$ cat src/rtl/alarm_melody_player_pkg.sv
`default_nettype none
// ============================================================================
// Module   : melody_pkg
// Brief    : Shared types, note table and half-period helper for the player.
// Revision : 1.0 - initial release
// ============================================================================
package melody_pkg;

    typedef enum logic [1:0] {
        IDLE  = 2'd0,
        FETCH = 2'd1,
        LOAD  = 2'd2,
        PLAY  = 2'd3
    } state_t;

    localparam logic [3:0] NOTE_REST = 4'd0;

    localparam int c_HALF_W = 24;
    typedef logic [c_HALF_W-1:0] half_t;

    // Zero marks a rest; codes 10..15 are rests as well.
    localparam int c_NOTE_HZ [16] = '{
        0, 523, 587, 659, 698, 784, 880, 988, 1047, 1175,
        0, 0, 0, 0, 0, 0
    };

    function automatic logic is_tone(input logic [3:0] code);
        return (code != NOTE_REST) && (c_NOTE_HZ[code] != 0);
    endfunction

    function automatic half_t half_period(input logic [3:0] code, input int clk_hz);
        int f;
        int h;
        f = c_NOTE_HZ[code];
        if (f == 0) begin
            h = 1;
        end else begin
            h = clk_hz / (2 * f);
        end
        if (h < 1) begin
            h = 1;
        end
        return half_t'(h);
    endfunction

endpackage
`default_nettype wire

$ cat src/rtl/alarm_melody_player_if.sv
`default_nettype none
// ============================================================================
// Module   : alarm_melody_player_if
// Brief    : Control, buzzer and melody-ROM signals of the alarm melody player.
// Revision : 1.0 - initial release
// ============================================================================
interface alarm_melody_player_if;

    logic       start;
    logic       stop;
    logic       repeat_en;
    logic [3:0] rom_dout;
    logic [7:0] rom_ad;
    logic       rom_ce;
    logic       rom_oce;
    logic       buzzer;
    logic       busy;
    logic       done;

    modport master (
        input  start, stop, repeat_en, rom_dout,
        output rom_ad, rom_ce, rom_oce, buzzer, busy, done
    );

    modport slave (
        output start, stop, repeat_en, rom_dout,
        input  rom_ad, rom_ce, rom_oce, buzzer, busy, done
    );

endinterface
`default_nettype wire

$ cat src/rtl/alarm_melody_player_tone_gen.sv
`default_nettype none
// ============================================================================
// Module   : tone_gen
// Brief    : Square-wave generator toggling every half-period while enabled.
// Revision : 1.0 - initial release
// ============================================================================
module tone_gen
    import melody_pkg::*;
(
    input  wire logic  clk,
    input  wire logic  reset,
    input  wire half_t i_half,
    input  wire logic  i_load,
    input  wire logic  i_en,
    output logic       o_buzzer
);

    half_t r_half;
    half_t r_cnt;
    logic  r_buzzer;

    always_ff @(posedge clk) begin
        if (reset) begin
            r_half   <= half_t'(1);
            r_cnt    <= '0;
            r_buzzer <= 1'b0;
        end else if (i_load) begin
            r_half   <= i_half;
            r_cnt    <= '0;
            r_buzzer <= 1'b0;
        end else if (i_en) begin
            if (r_cnt == r_half - half_t'(1)) begin
                r_cnt    <= '0;
                r_buzzer <= ~r_buzzer;
            end else begin
                r_cnt    <= r_cnt + half_t'(1);
            end
        end else begin
            // Gap, rest or abort: hold the line low.
            r_cnt    <= '0;
            r_buzzer <= 1'b0;
        end
    end

    assign o_buzzer = r_buzzer;

endmodule
`default_nettype wire

$ cat src/rtl/alarm_melody_player.sv
`default_nettype none
// ============================================================================
// Module   : alarm_melody_player
// Brief    : Steps through melody-ROM note codes and drives a buzzer tone.
// Revision : 1.0 - initial release
// ============================================================================
module alarm_melody_player
    import melody_pkg::*;
#(
    parameter int         CLK_HZ      = 27_000_000,
    parameter int         NOTE_CYCLES = 6_750_000,
    parameter int         GAP_CYCLES  = 675_000,
    parameter int         MELODY_LEN  = 64,
    parameter logic [7:0] BASE_ADDR   = 8'd0
)
(
    input  wire logic             clk,
    input  wire logic             reset,
    alarm_melody_player_if.master bus
);

    localparam int                  c_SLOT_W    = $clog2(NOTE_CYCLES);
    localparam logic [c_SLOT_W-1:0] c_SLOT_LAST = c_SLOT_W'(NOTE_CYCLES - 3);
    // Tone runs while the slot counter is below this; the registered buzzer
    // then reads low for exactly GAP_CYCLES clocks at the end of PLAY.
    localparam logic [c_SLOT_W-1:0] c_TONE_END  = c_SLOT_W'(NOTE_CYCLES - 3 - GAP_CYCLES);
    localparam logic [7:0]          c_IDX_LAST  = 8'(MELODY_LEN - 1);

    state_t              r_state;
    state_t              w_state_nxt;
    logic [7:0]          r_idx;
    logic [7:0]          w_idx_nxt;
    logic [c_SLOT_W-1:0] r_slot;
    logic [c_SLOT_W-1:0] w_slot_nxt;
    logic [3:0]          r_note;
    logic [3:0]          w_note_nxt;
    logic                w_done_nxt;
    logic                w_tone_load;
    logic                w_tone_en;

    logic [7:0]          r_rom_ad;
    logic                r_rom_ce;
    logic                r_busy;
    logic                r_done;

    half_t               w_half_tbl [16];
    half_t               w_half;

    for (genvar g = 0; g < 16; g++) begin : g_half_tbl
        assign w_half_tbl[g] = half_period(4'(g), CLK_HZ);
    end

    assign w_half = w_half_tbl[bus.rom_dout];

    always_comb begin
        w_state_nxt = r_state;
        w_idx_nxt   = r_idx;
        w_slot_nxt  = r_slot;
        w_note_nxt  = r_note;
        w_done_nxt  = 1'b0;
        w_tone_load = 1'b0;
        w_tone_en   = 1'b0;

        unique case (r_state)
            IDLE: begin
                w_idx_nxt = '0;
                if (bus.start && !bus.stop) begin
                    w_state_nxt = FETCH;
                end
            end
            FETCH: begin
                w_state_nxt = LOAD;
            end
            LOAD: begin
                w_note_nxt  = bus.rom_dout;
                w_slot_nxt  = '0;
                w_tone_load = 1'b1;
                w_state_nxt = PLAY;
            end
            PLAY: begin
                w_slot_nxt = r_slot + c_SLOT_W'(1);
                w_tone_en  = is_tone(r_note) && (r_slot < c_TONE_END);
                if (r_slot == c_SLOT_LAST) begin
                    w_slot_nxt = '0;
                    if (r_idx != c_IDX_LAST) begin
                        w_idx_nxt   = r_idx + 8'd1;
                        w_state_nxt = FETCH;
                    end else if (bus.repeat_en) begin
                        w_idx_nxt   = '0;
                        w_state_nxt = FETCH;
                    end else begin
                        w_idx_nxt   = '0;
                        w_done_nxt  = 1'b1;
                        w_state_nxt = IDLE;
                    end
                end
            end
            default: begin
                w_state_nxt = IDLE;
            end
        endcase

        if ((r_state != IDLE) && bus.stop) begin
            w_state_nxt = IDLE;
            w_idx_nxt   = '0;
            w_slot_nxt  = '0;
            w_done_nxt  = 1'b0;
            w_tone_load = 1'b0;
            w_tone_en   = 1'b0;
        end
    end

    // Outputs are computed from the next state so they line up with it.
    always_ff @(posedge clk) begin
        if (reset) begin
            r_state  <= IDLE;
            r_idx    <= '0;
            r_slot   <= '0;
            r_note   <= NOTE_REST;
            r_rom_ad <= BASE_ADDR;
            r_rom_ce <= 1'b0;
            r_busy   <= 1'b0;
            r_done   <= 1'b0;
        end else begin
            r_state  <= w_state_nxt;
            r_idx    <= w_idx_nxt;
            r_slot   <= w_slot_nxt;
            r_note   <= w_note_nxt;
            r_rom_ad <= BASE_ADDR + w_idx_nxt;
            r_rom_ce <= (w_state_nxt == FETCH);
            r_busy   <= (w_state_nxt != IDLE);
            r_done   <= w_done_nxt;
        end
    end

    tone_gen u_tone_gen (
        .clk      (clk),
        .reset    (reset),
        .i_half   (w_half),
        .i_load   (w_tone_load),
        .i_en     (w_tone_en),
        .o_buzzer (bus.buzzer)
    );

    assign bus.rom_ad  = r_rom_ad;
    assign bus.rom_ce  = r_rom_ce;
    assign bus.rom_oce = 1'b1;
    assign bus.busy    = r_busy;
    assign bus.done    = r_done;

endmodule
`default_nettype wire

$ cat src/flat_wrapper.sv
// flat-port wrapper written by rule: the top's interface ports become plain ports
module alarm_melody_player_flat import melody_pkg::*;
#(
    parameter int         CLK_HZ      = 27_000_000,
    parameter int         NOTE_CYCLES = 6_750_000,
    parameter int         GAP_CYCLES  = 675_000,
    parameter int         MELODY_LEN  = 64,
    parameter logic [7:0] BASE_ADDR   = 8'd0
)
  (clk, reset, bus_start, bus_stop, bus_repeat_en, bus_rom_dout, bus_rom_ad, bus_rom_ce, bus_rom_oce, bus_buzzer, bus_busy, bus_done);
  alarm_melody_player_if bus_i ();
  input  wire logic clk;
  input  wire logic reset;
  input wire logic [$bits(bus_i.start)-1:0] bus_start;
  input wire logic [$bits(bus_i.stop)-1:0] bus_stop;
  input wire logic [$bits(bus_i.repeat_en)-1:0] bus_repeat_en;
  input wire logic [$bits(bus_i.rom_dout)-1:0] bus_rom_dout;
  output wire logic [$bits(bus_i.rom_ad)-1:0] bus_rom_ad;
  output wire logic [$bits(bus_i.rom_ce)-1:0] bus_rom_ce;
  output wire logic [$bits(bus_i.rom_oce)-1:0] bus_rom_oce;
  output wire logic [$bits(bus_i.buzzer)-1:0] bus_buzzer;
  output wire logic [$bits(bus_i.busy)-1:0] bus_busy;
  output wire logic [$bits(bus_i.done)-1:0] bus_done;
  assign bus_i.start = bus_start;
  assign bus_i.stop = bus_stop;
  assign bus_i.repeat_en = bus_repeat_en;
  assign bus_i.rom_dout = bus_rom_dout;
  assign bus_rom_ad = bus_i.rom_ad;
  assign bus_rom_ce = bus_i.rom_ce;
  assign bus_rom_oce = bus_i.rom_oce;
  assign bus_buzzer = bus_i.buzzer;
  assign bus_busy = bus_i.busy;
  assign bus_done = bus_i.done;
  alarm_melody_player #(.CLK_HZ(CLK_HZ), .NOTE_CYCLES(NOTE_CYCLES), .GAP_CYCLES(GAP_CYCLES), .MELODY_LEN(MELODY_LEN), .BASE_ADDR(BASE_ADDR)) u_core (.clk(clk), .reset(reset), .bus(bus_i));
endmodule
$ cat config.mk
export PLATFORM = sky130hd
export DESIGN_NAME = alarm_melody_player_flat
export DESIGN_NICKNAME = d
export VERILOG_FILES = /design/src/rtl/alarm_melody_player_pkg.sv /design/src/rtl/alarm_melody_player_if.sv /design/src/rtl/alarm_melody_player_tone_gen.sv /design/src/rtl/alarm_melody_player.sv /design/src/flat_wrapper.sv
export SDC_FILE = /design/constraint.sdc
export NUM_CORES = 1
export LEC_CHECK = 0
export CAP_MARGIN = 20
export CORE_UTILIZATION = 40
export DETAILED_ROUTE_END_ITERATION = 10
export PLACE_DENSITY = 0.65
export SLEW_MARGIN = 20
export SYNTH_ARGS = -nofsm -noshare
export SYNTH_HDL_FRONTEND = slang
export SYNTH_HIERARCHICAL = 1
export SYNTH_SLANG_ARGS = --single-unit
$ cat constraint.sdc
create_clock -name clk -period 3.5 [get_ports clk]
set_input_delay 0.35 -clock clk [delete_from_list [all_inputs] [get_ports clk]]
set_output_delay 0.35 -clock clk [all_outputs]
set_load 0.01 [all_outputs]
# --- Word level (Yosys, flattened, before mapping) ---
# Memory sizes are Yosys's and may differ from the RTL's. A register that Yosys moved wholly into a read port is not among the register bits.
# Cells that the tools add are included.
op_classes:
  n_addsub: 4
  n_lt_le_gt_ge: 2
  eq_ne: 8
  mux: 18
  bitwise_logic: 6
  n_reduce_logical: 17
op_table:
  columns: ["operator", "count"]
  rows:
  - ["$mux 32", 2]
  - ["$pmux 23 s2", 1]
  - ["$reduce_bool 32->1", 1]
  - ["$add 24x1->24 const B", 1]
  - ["$eq 24x24->1", 1]
  - ["$sub 24x1->24 const B", 1]
  - ["$add 23x1->23 const B", 1]
  - ["$eq 23x23->1 const B", 1]
  - ["$lt 23x23->1 const B", 1]
  - ["$mux 23", 1]
  - ["$mux 8", 2]
  - ["$pmux 8 s2", 1]
  - ["$not 4->5", 2]
  - ["$add 8x1->8 const B", 1]
  - ["$mux 2", 4]
  - ["$ne 8x6->1 const B", 1]
  - ["$pmux 2 s4", 1]
  - ["$reduce_bool 2->1", 4]
  - ["$mux 1", 6]
  - ["$ge 5x5->1 const B", 1]
  - ["$reduce_or 5->1", 1]
  - ["$eq 2x1->1 const B", 2]
  - ["$eq 2x2->1 const B", 2]
  - ["$logic_and 1x1->1", 4]
  - ["other kinds (9)", 12]
word_totals:
  register_bits: 65
  romBits: 896
  input_bits: 9
  out_inout_bits: 13
  wordCells: 66
  memories: 2
memory_table:
  columns: ["memory", "words", "word_bits", "read_ports", "rd_ports_with_merged_regs", "write_ports", "line", "source"]
  rows:
  - ["(no name shown)", 16, 32, 1, 0, 0, "alarm_melody_player_pkg.sv:28", "return (code != NOTE_REST) && (c_NOTE_HZ[code] != 0);"]
  - ["(no name shown)", 16, 24, 1, 1, 0, "alarm_melody_player.sv:53", "assign w_half = w_half_tbl[bus.rom_dout];"]

# --- Longest topological paths before layout ---
logic_depth:
  depth_word: 11
  depth_mapped: 11
  mapped_depth_nobuf: 9

# --- Modules after synthesis ---
# The synthesis kept the hierarchy.
by_module_without_submodules:
  columns: ["module", "instances", "cells_per_inst", "area_per_inst_um2", "seq_area_each_um2"]
  rows:
  - ["tone_gen", 1, 325, 2778.9, 980.9]
  - ["alarm_melody_player", 1, 322, 2531.2, 800.8]

# --- Worst setup path after synthesis ---
# OpenSTA, ideal clock, no wires.
synth_path:
  kind: "reg-to-reg"
  startpoint: "register u_core.u_tone_gen.r_half[2]"
  endpoint: "register u_core.u_tone_gen.r_cnt[10]"
  setup_ns: 0.132
  arrival_ns: 3.148
  t_required_ns: 3.368
  path_slack_ns: 0.220
  stages_incl_launch_ff: 10
  path_buffers: 2
  period_less_slack_ns: 3.280
  path_cell_list: "dfxtp_1 -> or4_1 -> clkbuf_2 -> or4_4 -> mux2_4 -> a2111o_1 -> or3_1 -> nor4_4 -> buf_2 -> nor3_1"
synth_between:
  elab_chain_cells: 3
synth_lines:
  columns: ["item", "line", "source"]
  rows:
  - ["from (decl)", "alarm_melody_player_tone_gen.sv:18", "half_t r_half;"]
  - ["$sub 24x1->24", "alarm_melody_player_tone_gen.sv:32", "if (r_cnt == r_half - half_t'(1)) begin"]
  - ["$eq 24x24->1", "alarm_melody_player_tone_gen.sv:32", null]
  - ["$reduce_or 4->1 (no line)", null, null]
  - ["to (signal assigned)", "alarm_melody_player_tone_gen.sv:36", "r_cnt <= r_cnt + half_t'(1);"]
  - ["to (decl)", "alarm_melody_player_tone_gen.sv:19", "half_t r_cnt;"]
# Every way passes these cells.
# A chain may end at the register's enable or synchronous reset.

# --- Worst setup path after layout ---
layout_path:
  startpoint: "register u_core.u_tone_gen.r_half[8]"
  endpoint: "register u_core.u_tone_gen.r_buzzer (netlist: u_core/u_tone_gen/o_buzzer)"
layout_between:
  elab_chain_cells: 2
layout_lines:
  columns: ["item", "line", "source"]
  rows:
  - ["$sub 24x1->24", "alarm_melody_player_tone_gen.sv:32", null]
  - ["$eq 24x24->1", "alarm_melody_player_tone_gen.sv:32", null]
  - ["to (signal assigned)", "alarm_melody_player_tone_gen.sv:34", "r_buzzer <= ~r_buzzer;"]
  - ["to (decl)", "alarm_melody_player_tone_gen.sv:20", "logic r_buzzer;"]
# Every way passes these cells.

==> implementation parameters <==
Parameter                              Value

Power and ir drop
  Relative contribution of combinational cells to total power    7.6%
  Portion of total power attributed to sequential cells    47.6%
  Net Sw Power    493 uW
  Ratio of total power to cell area    361 mW/mm2
  Clk network pwr share    44.8%
  Peak ir drop on the vdd network    0.000180 V
  Share of total power consumed by net switching    22.9%
  Static Leakage    0.00214 uW
  Internal portion of total power    1660 uW

Worst setup path
  Worst setup path startpoint    u_core/u_tone_gen/r_half[8]
  Max stage delay on crit path    630 ps
  Family with the most delay on the worst path    simple AND/OR/NAND/NOR gates
  Data arrival time of the critical path    3570 ps
  Critical Path End Type    flop
  Worst path required time    3750 ps
  Reg2Reg Launch Point    u_core/u_tone_gen/r_half[8]
  Worst Path Class, Setup    reg2reg
  Library cell appearing most often on the critical path    or4_1
  Number of buffers and inverters on the critical path    0
  Category of the worst setup path launch point    flop
  List of cells traversed by the critical path    or4_1, or4_4, mux2_4, a2111o_1, or3_1, or4_1, a21oi_1
  CP max stage cell    or4_1
  Highest net fanout along the worst path    7

Clock tree
  Number of buffers between clock root and the deepest sink    2
  Clock Tree Root    clkbuf_16
  Post CTS Setup Buffer Count    0
  Clock tree from TritonCTS    built
  Clock buffer count from CTS    9
  Post-CTS Hold Buffers    0
  Resize count post-CTS    0
  Clock-pin slew reported for the worst setup and hold paths after clock tree synthesis    60 ps
  CTS H-Tree Depth    3
  Clock insertion delay at the later pin of the skew report    340 ps
  Clock sink count    89

Global routing
  Global router's overall resource usage    18.9%
  First-pass GRT wire length    20500 um
  Antenna violations before repair    0
  Maximum number of pins on one net before global-route repair    36
  Vias in the first global route    4186
  Total overflow reported by the global router    0

Floorplanning
  Die Outline Area    0.0137 mm2
  I/O pin count    22
  Effective utilization at floorplan    41.6%
  Die width    117 um
  Area of the placeable core    0.0128 mm2
  Standard-cell rows    41
  Y dimension of the die    117 um

Synth
  Main flop type after synthesis    dfxtp_1
  Average cell area after synthesis    8.21 um2
  Sequential cell area fraction in the yosys report    33.6%
  Number of synthesized register bits    89
  Proportion of synthesized flip-flops having asynchronous set or reset    0%
  Number of warning messages in the yosys log    6
  Count of cell types in the netlist    73
  Count of flip-flops with a built-in enable after synthesis    0
  Number of instances in the synthesized netlist    647
  Cell area after technology mapping    0.00531 mm2

Detailed routing
  # DRC    0
  Detailed-route vias per instance    5.52
  Antenna-violating nets left    0
  Vias post-DR    4626
  Number of iterations in the first detailed-routing pass    4
  Average wire length per cell after detail routing    14.7 um
  1st-iter DRT viols    261
  Final WL    12300 um

Run
  Max cap viols    0

Layout
  Count of antenna diodes in the layout    0
  Filler cell count in the final layout    1210
  Net count reported at finish    682
  Fraction of final layout cells with drive strength greater than 1    7.06%
  Post-synthesis to final-layout area growth    12.2%

Timing
  Tcrit/Tclk final    94.8%
  Final worst clock skew    10.3 ps
  Tightest slew margin relative to the limit    44.6%
  Highest achievable clock rate    301 MHz
  RSZ-0062 raised after global routing    no
  Sum of negative setup slack    0 ps
  Final Max Slew Viols    0
  Final worst setup slack    181 ps
  Setup violators final    0
  Hold Fails Final Rpt    0
  Fin crit period    3320 ps
  Transition time of the tightest slew-check pin    829 ps

Placed design
  Detail Placement HPWL    9000 um
  Last weighted congestion value of the routability-driven placer    0.905
  Count of input and output buffers    20
  Setup slack after placement    195 ps

Hold path
  Worst hold-check path type    reg2reg
  Hold Path Origin    u_core/r_slot[17]

Outcome
  Result of the run    complete, no violations
-- worst paths after layout --
check                                to  slack, ps  depth (start not counted)
max          u_core/u_tone_gen/o_buzzer        180                          7
min                   u_core/r_slot[17]        500                          1
max reg2reg  u_core/u_tone_gen/o_buzzer        180                          7
min reg2reg           u_core/r_slot[17]        500                          1
-- layout by cell type, fill, tap and decap left out, drive strengths merged, types with 10 or more instances in the layout --
cell type      synthesis  layout
inv                   21      22
nor2                  76      76
nand4                 16      16
conb                   2      10
clkbuf                19      12
a21oi                 31      31
dfxtp                 89      89
clkdlybuf4s50          0      20
ha                    12      12
or3                   15      15
o21ai                 24      24
xnor2                 28      28
xor2                  21      21
mux2i                 32      32
nor3                  38      38
nor4                  15      15
nand3                 28      28
nand2                 43      43
-- sequential cells by signal, summed over array words and instances (netlist names) --
signal	count
u_core/bus.busy	1
u_core/bus.done	1
u_core/bus.rom_ad	8
u_core/bus.rom_ce	1
u_core/r_note	4
u_core/r_slot	23
u_core/r_state	2
u_core/u_tone_gen/o_buzzer	1
u_core/u_tone_gen/r_cnt	24
u_core/u_tone_gen/r_half	24
-- power by group through the flow --
stage | Sequential [uW] | Combinational, uW | Clock (uW)
final | 1030 | 163 | 965
after detailed placement | 1050 | 162 | 0
after global routing | 1030 | 180 | 1030
after floorplan | 1050 | 111 | 0
after CTS | 1030 | 162 | 988
after global placement | 1050 | 158 | 0
-- area by class of cell --
class | count | area, um2 | share of cell area [%]
multi-input combinational | 512 | 3310 | 55.6
clock buffer | 12 | 246 | 4.14
timing repair buffer | 28 | 273 | 4.58
tap | 172 | 215 | 3.61
clock inverter | 4 | 51.3 | 0.861
inverter | 21 | 81.3 | 1.36
sequential | 89 | 1780 | 29.9
-- synth_stat cells, types with 9 or more instances --
library cell	instances	area, um2
o21ai_0	24	120
inv_1	20	75.1
nand3_1	27	135
xor2_1	21	184
nand2_1	42	158
dfxtp_1	89	1780
ha_1	12	150
a21oi_1	30	150
nor3_1	38	190
nor4_1	13	81.3
nand2b_1	9	56.3
or3_1	15	93.8
xnor2_1	28	245
clkbuf_1	18	67.6
mux2i_1	32	320
nor2_1	76	285
nand4_1	16	100
a31oi_1	9	56.3
-- per-stage QoR --
step	hold slack (ps)	cells	instance area [um2]	power [uW]	utilization (%)
3_5_place_dp	488	822	5660	1210	44.3
2_1_floorplan	422	655	5340	1160	-
3_3_place_gp	475	822	5660	1210	44.3
6_report	498	838	5960	2150	46.7
4_1_cts	498	838	5960	2180	46.6
5_1_grt	515	838	5960	2240	46.7
-- per-layer routing --
| layer | wire [um] | GRT usage, % | vias up |
|---|---|---|---|
| li1 | - | - | 2349 |
| met3 | 546 | 3.35 | 12 |
| met5 | 0 | 0 | - |
| met1 | 6140 | 26.7 | 2149 |
| met2 | 5490 | 29.0 | 116 |
| met4 | 157 | 6.33 | 0 |
-- kinds of logic (layout without fill, tap and decap cells) --
logic type | Yosys count | after routing | share of synthesized area [%]
and+or+nand+nor | 294 | 294 | 29.7
AOI/OAI and AO/OA | 114 | 114 | 14.6
DFF | 89 | 89 | 33.6
buffers and inverters | 54 | 65 | 4.76
xor gates and xnor gates | 49 | 49 | 8.08
muxes | 33 | 33 | 6.31
adders and majority gates | 12 | 12 | 2.83
other | 2 | 10 | 0.141
-- worst register-to-register path, cell delays in order (launching register included) --
cell,delay (ps)
dfxtp_1,380
or4_1,630
or4_4,510
mux2_4,320
a2111o_1,390
or3_1,390
or4_1,470
a21oi_1,150
No activity file was read; power rests on OpenSTA's default activity.
